### src/rtl/imm_decode_stage_if.sv
// Handshake and decoded-operand bus between fetch, the decode stage and execute.
interface imm_decode_stage_if;
    logic        in_valid;
    logic        in_ready;
    logic [31:0] instr;
    logic [31:0] pc;
    logic        flush;
    logic        out_valid;
    logic        out_ready;
    logic [2:0]  imme_sel;
    logic [31:0] i_imme;
    logic [31:0] s_imme;
    logic [31:0] b_imme;
    logic [31:0] uj_imme;
    logic [4:0]  rs1_addr;
    logic [4:0]  rs2_addr;
    logic [4:0]  rd_addr;
    logic [31:0] pc_out;
    logic        illegal;

    // Upstream/downstream environment view.
    modport master (
        output in_valid, instr, pc, flush, out_ready,
        input  in_ready, out_valid, imme_sel, i_imme, s_imme, b_imme, uj_imme,
               rs1_addr, rs2_addr, rd_addr, pc_out, illegal
    );

    // Decode stage view.
    modport slave (
        input  in_valid, instr, pc, flush, out_ready,
        output in_ready, out_valid, imme_sel, i_imme, s_imme, b_imme, uj_imme,
               rs1_addr, rs2_addr, rd_addr, pc_out, illegal
    );
endinterface

### src/rtl/imm_decode_stage.sv
// RV32I immediate/operand decode stage behind a 2-entry skid buffer.
// in_ready comes straight from a flop, so out_ready never reaches it combinationally.
module imm_decode_stage (
    input logic            clk,
    input logic            rst_n,
    imm_decode_stage_if.slave bus
);

    typedef enum logic [1:0] {
        StEmpty = 2'd0,
        StOne   = 2'd1,
        StTwo   = 2'd2
    } state_e;

    typedef struct packed {
        logic        illegal;
        logic [2:0]  imme_sel;
        logic [31:0] i_imme;
        logic [31:0] s_imme;
        logic [31:0] b_imme;
        logic [31:0] uj_imme;
        logic [4:0]  rs1_addr;
        logic [4:0]  rs2_addr;
        logic [4:0]  rd_addr;
        logic [31:0] pc;
    } entry_t;

    state_e state_q, state_d;
    entry_t dec;
    entry_t out_q, out_d;
    entry_t skid_q, skid_d;
    logic   in_ready_q;
    logic   out_valid_q;
    logic   in_xfer;
    logic   out_xfer;
    logic [6:0] opcode;

    assign opcode   = bus.instr[6:0];
    assign in_xfer  = bus.in_valid & in_ready_q;
    assign out_xfer = out_valid_q & bus.out_ready;

    // Combinational decode of the incoming instruction word.
    always_comb begin
        dec          = '0;
        dec.pc       = bus.pc;
        dec.rs1_addr = bus.instr[19:15];
        dec.rs2_addr = bus.instr[24:20];
        dec.rd_addr  = bus.instr[11:7];
        dec.i_imme   = {{20{bus.instr[31]}}, bus.instr[31:20]};
        dec.s_imme   = {{20{bus.instr[31]}}, bus.instr[31:25], bus.instr[11:7]};
        dec.b_imme   = {{20{bus.instr[31]}}, bus.instr[7], bus.instr[30:25],
                        bus.instr[11:8], 1'b0};
        dec.uj_imme  = {{12{bus.instr[31]}}, bus.instr[19:12], bus.instr[20],
                        bus.instr[30:21], 1'b0};
        case (opcode)
            7'b0110011:                         dec.imme_sel = 3'b000;
            7'b0010011, 7'b0000011, 7'b1100111: dec.imme_sel = 3'b001;
            7'b0100011:                         dec.imme_sel = 3'b011;
            7'b1100011:                         dec.imme_sel = 3'b010;
            7'b1101111:                         dec.imme_sel = 3'b101;
            default: begin
                // Unsupported opcodes (lui/auipc included) still flow through, flagged.
                dec.imme_sel = 3'b000;
                dec.illegal  = 1'b1;
            end
        endcase
    end

    // Skid-buffer next state: which entry loads and where the buffer goes.
    always_comb begin
        state_d = state_q;
        out_d   = out_q;
        skid_d  = skid_q;
        if (bus.flush) begin
            // Data registers keep their contents; out_valid=0 marks them dead.
            state_d = StEmpty;
        end else begin
            case (state_q)
                StEmpty: begin
                    if (in_xfer) begin
                        out_d   = dec;
                        state_d = StOne;
                    end
                end
                StOne: begin
                    if (in_xfer && out_xfer) begin
                        out_d = dec;
                    end else if (in_xfer) begin
                        skid_d  = dec;
                        state_d = StTwo;
                    end else if (out_xfer) begin
                        state_d = StEmpty;
                    end
                end
                StTwo: begin
                    if (out_xfer) begin
                        out_d   = skid_q;
                        state_d = StOne;
                    end
                end
                default: state_d = StEmpty;
            endcase
        end
    end

    // State, handshake flags and entry registers.
    always_ff @(posedge clk or negedge rst_n) begin
        if (!rst_n) begin
            state_q     <= StEmpty;
            in_ready_q  <= 1'b1;
            out_valid_q <= 1'b0;
            out_q       <= '0;
            skid_q      <= '0;
        end else begin
            state_q     <= state_d;
            in_ready_q  <= (state_d != StTwo);
            out_valid_q <= (state_d != StEmpty);
            out_q       <= out_d;
            skid_q      <= skid_d;
        end
    end

    assign bus.in_ready  = in_ready_q;
    assign bus.out_valid = out_valid_q;
    assign bus.imme_sel  = out_q.imme_sel;
    assign bus.i_imme    = out_q.i_imme;
    assign bus.s_imme    = out_q.s_imme;
    assign bus.b_imme    = out_q.b_imme;
    assign bus.uj_imme   = out_q.uj_imme;
    assign bus.rs1_addr  = out_q.rs1_addr;
    assign bus.rs2_addr  = out_q.rs2_addr;
    assign bus.rd_addr   = out_q.rd_addr;
    assign bus.pc_out    = out_q.pc;
    assign bus.illegal   = out_q.illegal;

endmodule

### src/flat_wrapper.sv
// flat-port wrapper written by rule: the top's interface ports become plain ports
module imm_decode_stage_flat 
  (clk, rst_n, bus_in_valid, bus_instr, bus_pc, bus_flush, bus_out_ready, bus_in_ready, bus_out_valid, bus_imme_sel, bus_i_imme, bus_s_imme, bus_b_imme, bus_uj_imme, bus_rs1_addr, bus_rs2_addr, bus_rd_addr, bus_pc_out, bus_illegal);
  imm_decode_stage_if bus_i ();
  input logic clk;
  input logic rst_n;
  input wire logic [$bits(bus_i.in_valid)-1:0] bus_in_valid;
  input wire logic [$bits(bus_i.instr)-1:0] bus_instr;
  input wire logic [$bits(bus_i.pc)-1:0] bus_pc;
  input wire logic [$bits(bus_i.flush)-1:0] bus_flush;
  input wire logic [$bits(bus_i.out_ready)-1:0] bus_out_ready;
  output wire logic [$bits(bus_i.in_ready)-1:0] bus_in_ready;
  output wire logic [$bits(bus_i.out_valid)-1:0] bus_out_valid;
  output wire logic [$bits(bus_i.imme_sel)-1:0] bus_imme_sel;
  output wire logic [$bits(bus_i.i_imme)-1:0] bus_i_imme;
  output wire logic [$bits(bus_i.s_imme)-1:0] bus_s_imme;
  output wire logic [$bits(bus_i.b_imme)-1:0] bus_b_imme;
  output wire logic [$bits(bus_i.uj_imme)-1:0] bus_uj_imme;
  output wire logic [$bits(bus_i.rs1_addr)-1:0] bus_rs1_addr;
  output wire logic [$bits(bus_i.rs2_addr)-1:0] bus_rs2_addr;
  output wire logic [$bits(bus_i.rd_addr)-1:0] bus_rd_addr;
  output wire logic [$bits(bus_i.pc_out)-1:0] bus_pc_out;
  output wire logic [$bits(bus_i.illegal)-1:0] bus_illegal;
  assign bus_i.in_valid = bus_in_valid;
  assign bus_i.instr = bus_instr;
  assign bus_i.pc = bus_pc;
  assign bus_i.flush = bus_flush;
  assign bus_i.out_ready = bus_out_ready;
  assign bus_in_ready = bus_i.in_ready;
  assign bus_out_valid = bus_i.out_valid;
  assign bus_imme_sel = bus_i.imme_sel;
  assign bus_i_imme = bus_i.i_imme;
  assign bus_s_imme = bus_i.s_imme;
  assign bus_b_imme = bus_i.b_imme;
  assign bus_uj_imme = bus_i.uj_imme;
  assign bus_rs1_addr = bus_i.rs1_addr;
  assign bus_rs2_addr = bus_i.rs2_addr;
  assign bus_rd_addr = bus_i.rd_addr;
  assign bus_pc_out = bus_i.pc_out;
  assign bus_illegal = bus_i.illegal;
  imm_decode_stage u_core (.clk(clk), .rst_n(rst_n), .bus(bus_i));
endmodule
### config.mk
export PLATFORM = sky130hd
export DESIGN_NAME = imm_decode_stage_flat
export DESIGN_NICKNAME = d
export VERILOG_FILES = /design/src/rtl/imm_decode_stage_if.sv /design/src/rtl/imm_decode_stage.sv /design/src/flat_wrapper.sv
export SDC_FILE = /design/constraint.sdc
export NUM_CORES = 1
export LEC_CHECK = 0
export ABC_CLOCK_PERIOD_IN_PS = 3000
export BUFFER_PORTS_ARGS = -buffer_cell sky130_fd_sc_hd__buf_2
export CAP_MARGIN = 25
export CORE_ASPECT_RATIO = 1.1
export CORE_MARGIN = 3
export CORE_UTILIZATION = 45
export CTS_BUF_LIST = sky130_fd_sc_hd__clkbuf_8
export CTS_CLUSTER_DIAMETER = 120
export DETAILED_ROUTE_END_ITERATION = 12
export HOLD_SLACK_MARGIN = 0.1
export PLACE_DENSITY = 0.84
export SLEW_MARGIN = 10
export SYNTH_ARGS = -nofsm -noshare
export SYNTH_HDL_FRONTEND = slang
export SYNTH_SLANG_ARGS = --single-unit
### constraint.sdc
create_clock -name clk -period 3 [get_ports clk]
set_input_delay 0.6 -clock clk [delete_from_list [all_inputs] [get_ports clk]]
set_output_delay 0.6 -clock clk [all_outputs]
set_load 0.005 [all_outputs]
Word-level counts from Yosys, hierarchy flattened. Cells that the tools add are included.

Multiplexer cells: 13. Equal/unequal tests: 13. $mul: 0. $add $sub $neg: 0. Bitwise gates (word level): 4. Shift-type cells: 0. Div/mod/pow operators: 0. Magnitude comparators: 0. Reductions and logical operators: 8.

Operator list (count): $mux 179 (3); $pmux 179 s3 (1); $eq 7x7->1 const B (3); $eq 7x6->1 const B (2); $mux 2 (6); $pmux 3 s4 (1); $eq 7x2->1 const B (1); $eq 7x5->1 const B (1); $reduce_or 7->1 (1); $ne 2x1->1 const B (3); $pmux 2 s3 (1); $reduce_and 5->1 (1); $reduce_and 4->1 (1); $reduce_bool 3->1 (1); $reduce_or 3->1 (1); $and 1x1->1 (2); $eq 2x1->1 const B (1); $eq 2x2->1 const B (1); $logic_not 2->1 (1); $ne 2x2->1 const B (1); $not 1->1 (2); $reduce_bool 2->1 (1); $logic_and 1x1->1 (1); $mux 1 (1).

Register bits after elaboration: 290. Output and inout port bits: 181. Bits in latches: 0. Memory bits (read-only): 0. Word-level logic and storage cells: 61. Memories: 0. Bits of input ports: 69. Bits in writable memories: 0.

Logic depth before layout (Yosys ltp).
Depth after elaboration: 7. Mapped depth: 7. Mapped depth without buffers: 4.

Worst setup path after synthesis. Ideal clock, no wire load.

Path type: flip-flop to output port. From: register, netlist name u_core.bus.s_imme[30]. To: output port bus_b_imme[13]. Arrival time: 1.702 ns. Required time: 2.400 ns. Path buffers: 1. Cell stages (with the launch flop): 2. Path slack: 0.698 ns. Path through: dfrtp_1 -> buf_4.

RTL lines: to (decl) (RTL line flat_wrapper.sv:17) `output wire logic [$bits(bus_i.b_imme)-1:0] bus_b_imme;`.

Worst setup path after layout.
From: register u_core.state_q[1]. To: register u_core.out_q (netlist bit u_core.bus.s_imme[5]).

Word-level cells in the longest chain between the ends: 3. Elaborated cells between the ends (all ways): 9. Classes of those cells: eq/ne (5); mux (1); reduce/logical (3).

RTL lines: from (decl) (RTL line imm_decode_stage.sv:28) `state_e state_q, state_d;`; from (signal assigned) (RTL line imm_decode_stage.sv:109) `state_q <= StEmpty;`; from (signal assigned) (RTL line imm_decode_stage.sv:115) `state_q <= state_d;`; $eq 2x2->1, or another cell as far along (RTL line imm_decode_stage.sv:78) `case (state_q)`; $ne 2x1->1 (no source line) or $reduce_bool 3->1 (tied branches); $reduce_and 5->1 (no source line); to (signal assigned) (RTL line imm_decode_stage.sv:118) `out_q <= out_d;`; to (decl) (RTL line imm_decode_stage.sv:30) `entry_t out_q, out_d;`.

Several ways; a longest one is shown, not always the timed one. A chain may end at the register's enable or synchronous reset.

==> summary.md <==
| Metric | Value |
|---|---|
| Global-route wire length before repair | ~21 mm |
| Post-Synthesis Cells | 606 |
| RSZ-0062 raised after global routing | false |
| Chip width | 120.9 µm |
| Max cap viols | 0 |
| Crit path cell chain | and3b_4 -> a2bb2oi_4 -> nor2_4 -> buf_4 -> mux2_2 |
| Hold Fails Final Rpt | 0 |
| Initial drt markers | 184 |
| Worst path arrival time | about 2.4 ns |
| Diodes inserted | 0 |
| Worst path required time | 3.32 ns |
| CTS tree | built |
| Port Buf Inserts | ~250 |
| CP Class | flop to flop |
| Clock tree buffer depth | 2 |
| Final HPWL DP | roughly 9.3 mm |
| Most frequent cells in the layout | buf_2 (246), nand2_1 (176), dfrtp_1 (125) |
| Commonest non-fill, non-tap cell in the layout | buf_2 |
| Final setup viols | 0 |
| Yosys cell types | 34 |
| Register-to-register setup slack | approximately 0.94 ns |
| Beginning of the critical path | u_core.state_q[1] |
| Setup tns final | 0 ns |
| DRC Markers | 0 |
| Routed wire length | roughly 13 mm |
| Post-layout nets | ~810 |
| CP max stage cell | buf_4 |
| Worst VDD drop | roughly 0.48 mV |
| Initial antenna violation count | 0 |
| Worst Skew | between 0.008 and 0.009 ns |
| CTS HTree Levels | 4 |
| Worst-path maximum fanout | 36 |
| TritonCTS buffer count | 17 |
| Pins over their slew limit | 0 |
| GRT overflow | 0 |
| Leak pwr | approximately 0.0039 µW |
| Drt via density | 4.784 |
| Crit path buf inv count | 1 |
| Worst path top cell family by delay | buffers and inverters |
| Die area | 16,010 µm² |
| Clk sinks | 126 |
| Reg clk slew, reported paths | approximately 0.070 ns |
| Vias in the first global route | roughly 4,300 |
| Fin crit share | 0.6858 |
| Status | complete, no violations |
| Routed len/inst | 14.31 µm |
| Die height | around 130 µm |
| Final Wtd Congestion | 0.7231 |
| Core area | about 14,000 µm² |
| Largest net degree at the start of global routing | between 70 and 80 |
| Startpoint Class | flop |
| Fin util | 0.5324 |
| Row count | 45 |
| Seq/Total Area, Yosys | 0.4826 |
| Hold path start | bus_instr[0] |
| Antenna-violating nets left | 0 |
| Initial Util | 0.4662 |
| Synth warnings | 0 |
| Synthesis-stage register bit count | 126 |
| Pwr dens | about 800 nW/µm² |
| Via count | about 4,500 |
| Slew margin rel. | 0.5248 |
| Clock root buffer | clkbuf_8 |
| Initial DRT Pass Iterations | 4 |
| Minimum clock period | approximately 2 ns |
| Fmax | 0.4860 GHz |
| Synthesized cell area | 6536 µm² |
| Leading cell types by total area after synthesis | dfrtp_1 (48%), mux2_2 (18%), buf_4 (15%) |
| Worst skew pair latency | 0.44 ns |
| Measured slew at the worst slew-check pin | a little over 0.7 ns |
| IO Pins | between 200 and 300 |
| Tot GR Track Use | 0.1692 |
| # resized after CTS | 0 |
| Reg2reg start | u_core.state_q[1] |
| Area growth syn-to-layout | 14.20% |
| Worst Setup End Kind | flop |
| Synth area leader | dfrtp_1 |
| Synthesized area per cell | ~11 µm² |
| Worst min path class | primary input to flop |
| Share of layout cells above drive strength 1 | 0.5479 |
| Slowest stage delay, CP | 0.49 ns |
| Synth top area share | 0.4786 |
## per-stage QoR
stage / cell area, µm² / worst slack [ns] / power (µW) / hold WS (ns) / cells
floorplan: 6540 / 0.6979 / 4230 / 0.3044 / 607
global placement: 7067 / 0.8241 / 4426 / 0.4679 / 907
detailed placement: 7067 / 0.7838 / 4517 / 0.4783 / 907
CTS: 7465 / 0.9169 / 5958 / 0.3416 / 940
global route: 7465 / 0.8420 / 6271 / 0.3601 / 940
finish: 7465 / 0.9426 / 5865 / 0.3809 / 940
## where the power goes
group | internal [µW] | total, µW | switching (µW)
Combinational | 1050 | 1810 | 758
Clock | 724 | 1420 | 692
Sequential | 2290 | 2640 | 347
## Yosys cell counts
cell       number
buf_1           3
a31oi_1         2
nor2_1          7
nor4_4          1
mux2_2        105
o21ai_0         2
buf_2           4
a2111oi_0       1
and3b_4         1
nor2b_1         4
conb_1          1
a21oi_1         2
mux2_1          5
a221o_1         1
nor4_1          1
nand3_1         1
nor3_1          1
nand2b_1        2
clkbuf_1        8
o22a_1          1
mux2_4         10
a21bo_2         1
dfstp_2         1
a2bb2oi_4       1
inv_1           1
a211oi_1        1
a41oi_1         1
dfrtp_1       125
buf_6           2
nor2_4          1
mux2i_1         2
buf_4         128
nand2_1       176
o31ai_1         3
## worst register-to-register path: cells and delay by family (launching register included)
family	cells	cell delay [ns]
AO/OA/AOI/OAI	1	0.08
buffers and inverters	1	0.49
flip-flops	1	0.48
multiplexers	1	0.43
AND/OR/NAND/NOR	2	0.46
## registers in the layout, summed over array words and instances, names as in the netlist
register	cells
u_core.skid_q	61
u_core.bus.pc_out	32
u_core.bus.s_imme	8
u_core.bus.rd_addr	4
u_core.bus.rs1_addr	4
u_core.bus.rs2_addr	4
u_core.bus.uj_imme	4
u_core.bus.imme_sel	3
u_core.state_q	2
u_core.bus.i_imme	1
u_core.bus.illegal	1
u_core.bus.in_ready	1
u_core.bus.out_valid	1
## kinds of logic (layout without fill, tap and decap cells)
group	after synthesis	in the layout	synth area share
muxes	122	122	0.2155
and+or+nand+nor	195	195	0.1202
other	1	2	0.0005737
AOI/OAI and AO/OA	16	16	0.02068
buffers and inverters	146	291	0.1604
DFF	126	126	0.4826
## area by class of cell
type,count,area [µm²]
tap,188,235.2
timing repair buffer,258,1336
fill,1194,6555
sequential,126,3154
inverter,1,3.754
clock buffer,20,275.3
multi-input combinational,335,2347
clock inverter,12,112.6
## per-layer routing
layer	track usage	wire, µm	up-vias
met3	0.06524	1162	16
met4	0.06045	180	0
li1	-	-	2133
met2	0.2882	6742	181
met1	0.1925	5368	2167
met5	0	0	-
## worst paths after layout
| check | to | cells after the start |
|---|---|---|
| min in group asynchronous | u_core.skid_q[152] | 2 |
| min | u_core.skid_q[178] | 2 |
| max in group asynchronous | u_core.bus.pc_out[19] | 3 |
| min reg2reg | u_core.skid_q[17] | 1 |
| max | u_core.bus.s_imme[5] | 5 |
| max reg2reg | u_core.bus.s_imme[5] | 5 |
## timing repair
action,CTS,global route
setup buffers,0,0
hold buffers,1,0
hold endpoints to repair,19,0
Note: power is estimated with default switching activity, not from simulation.
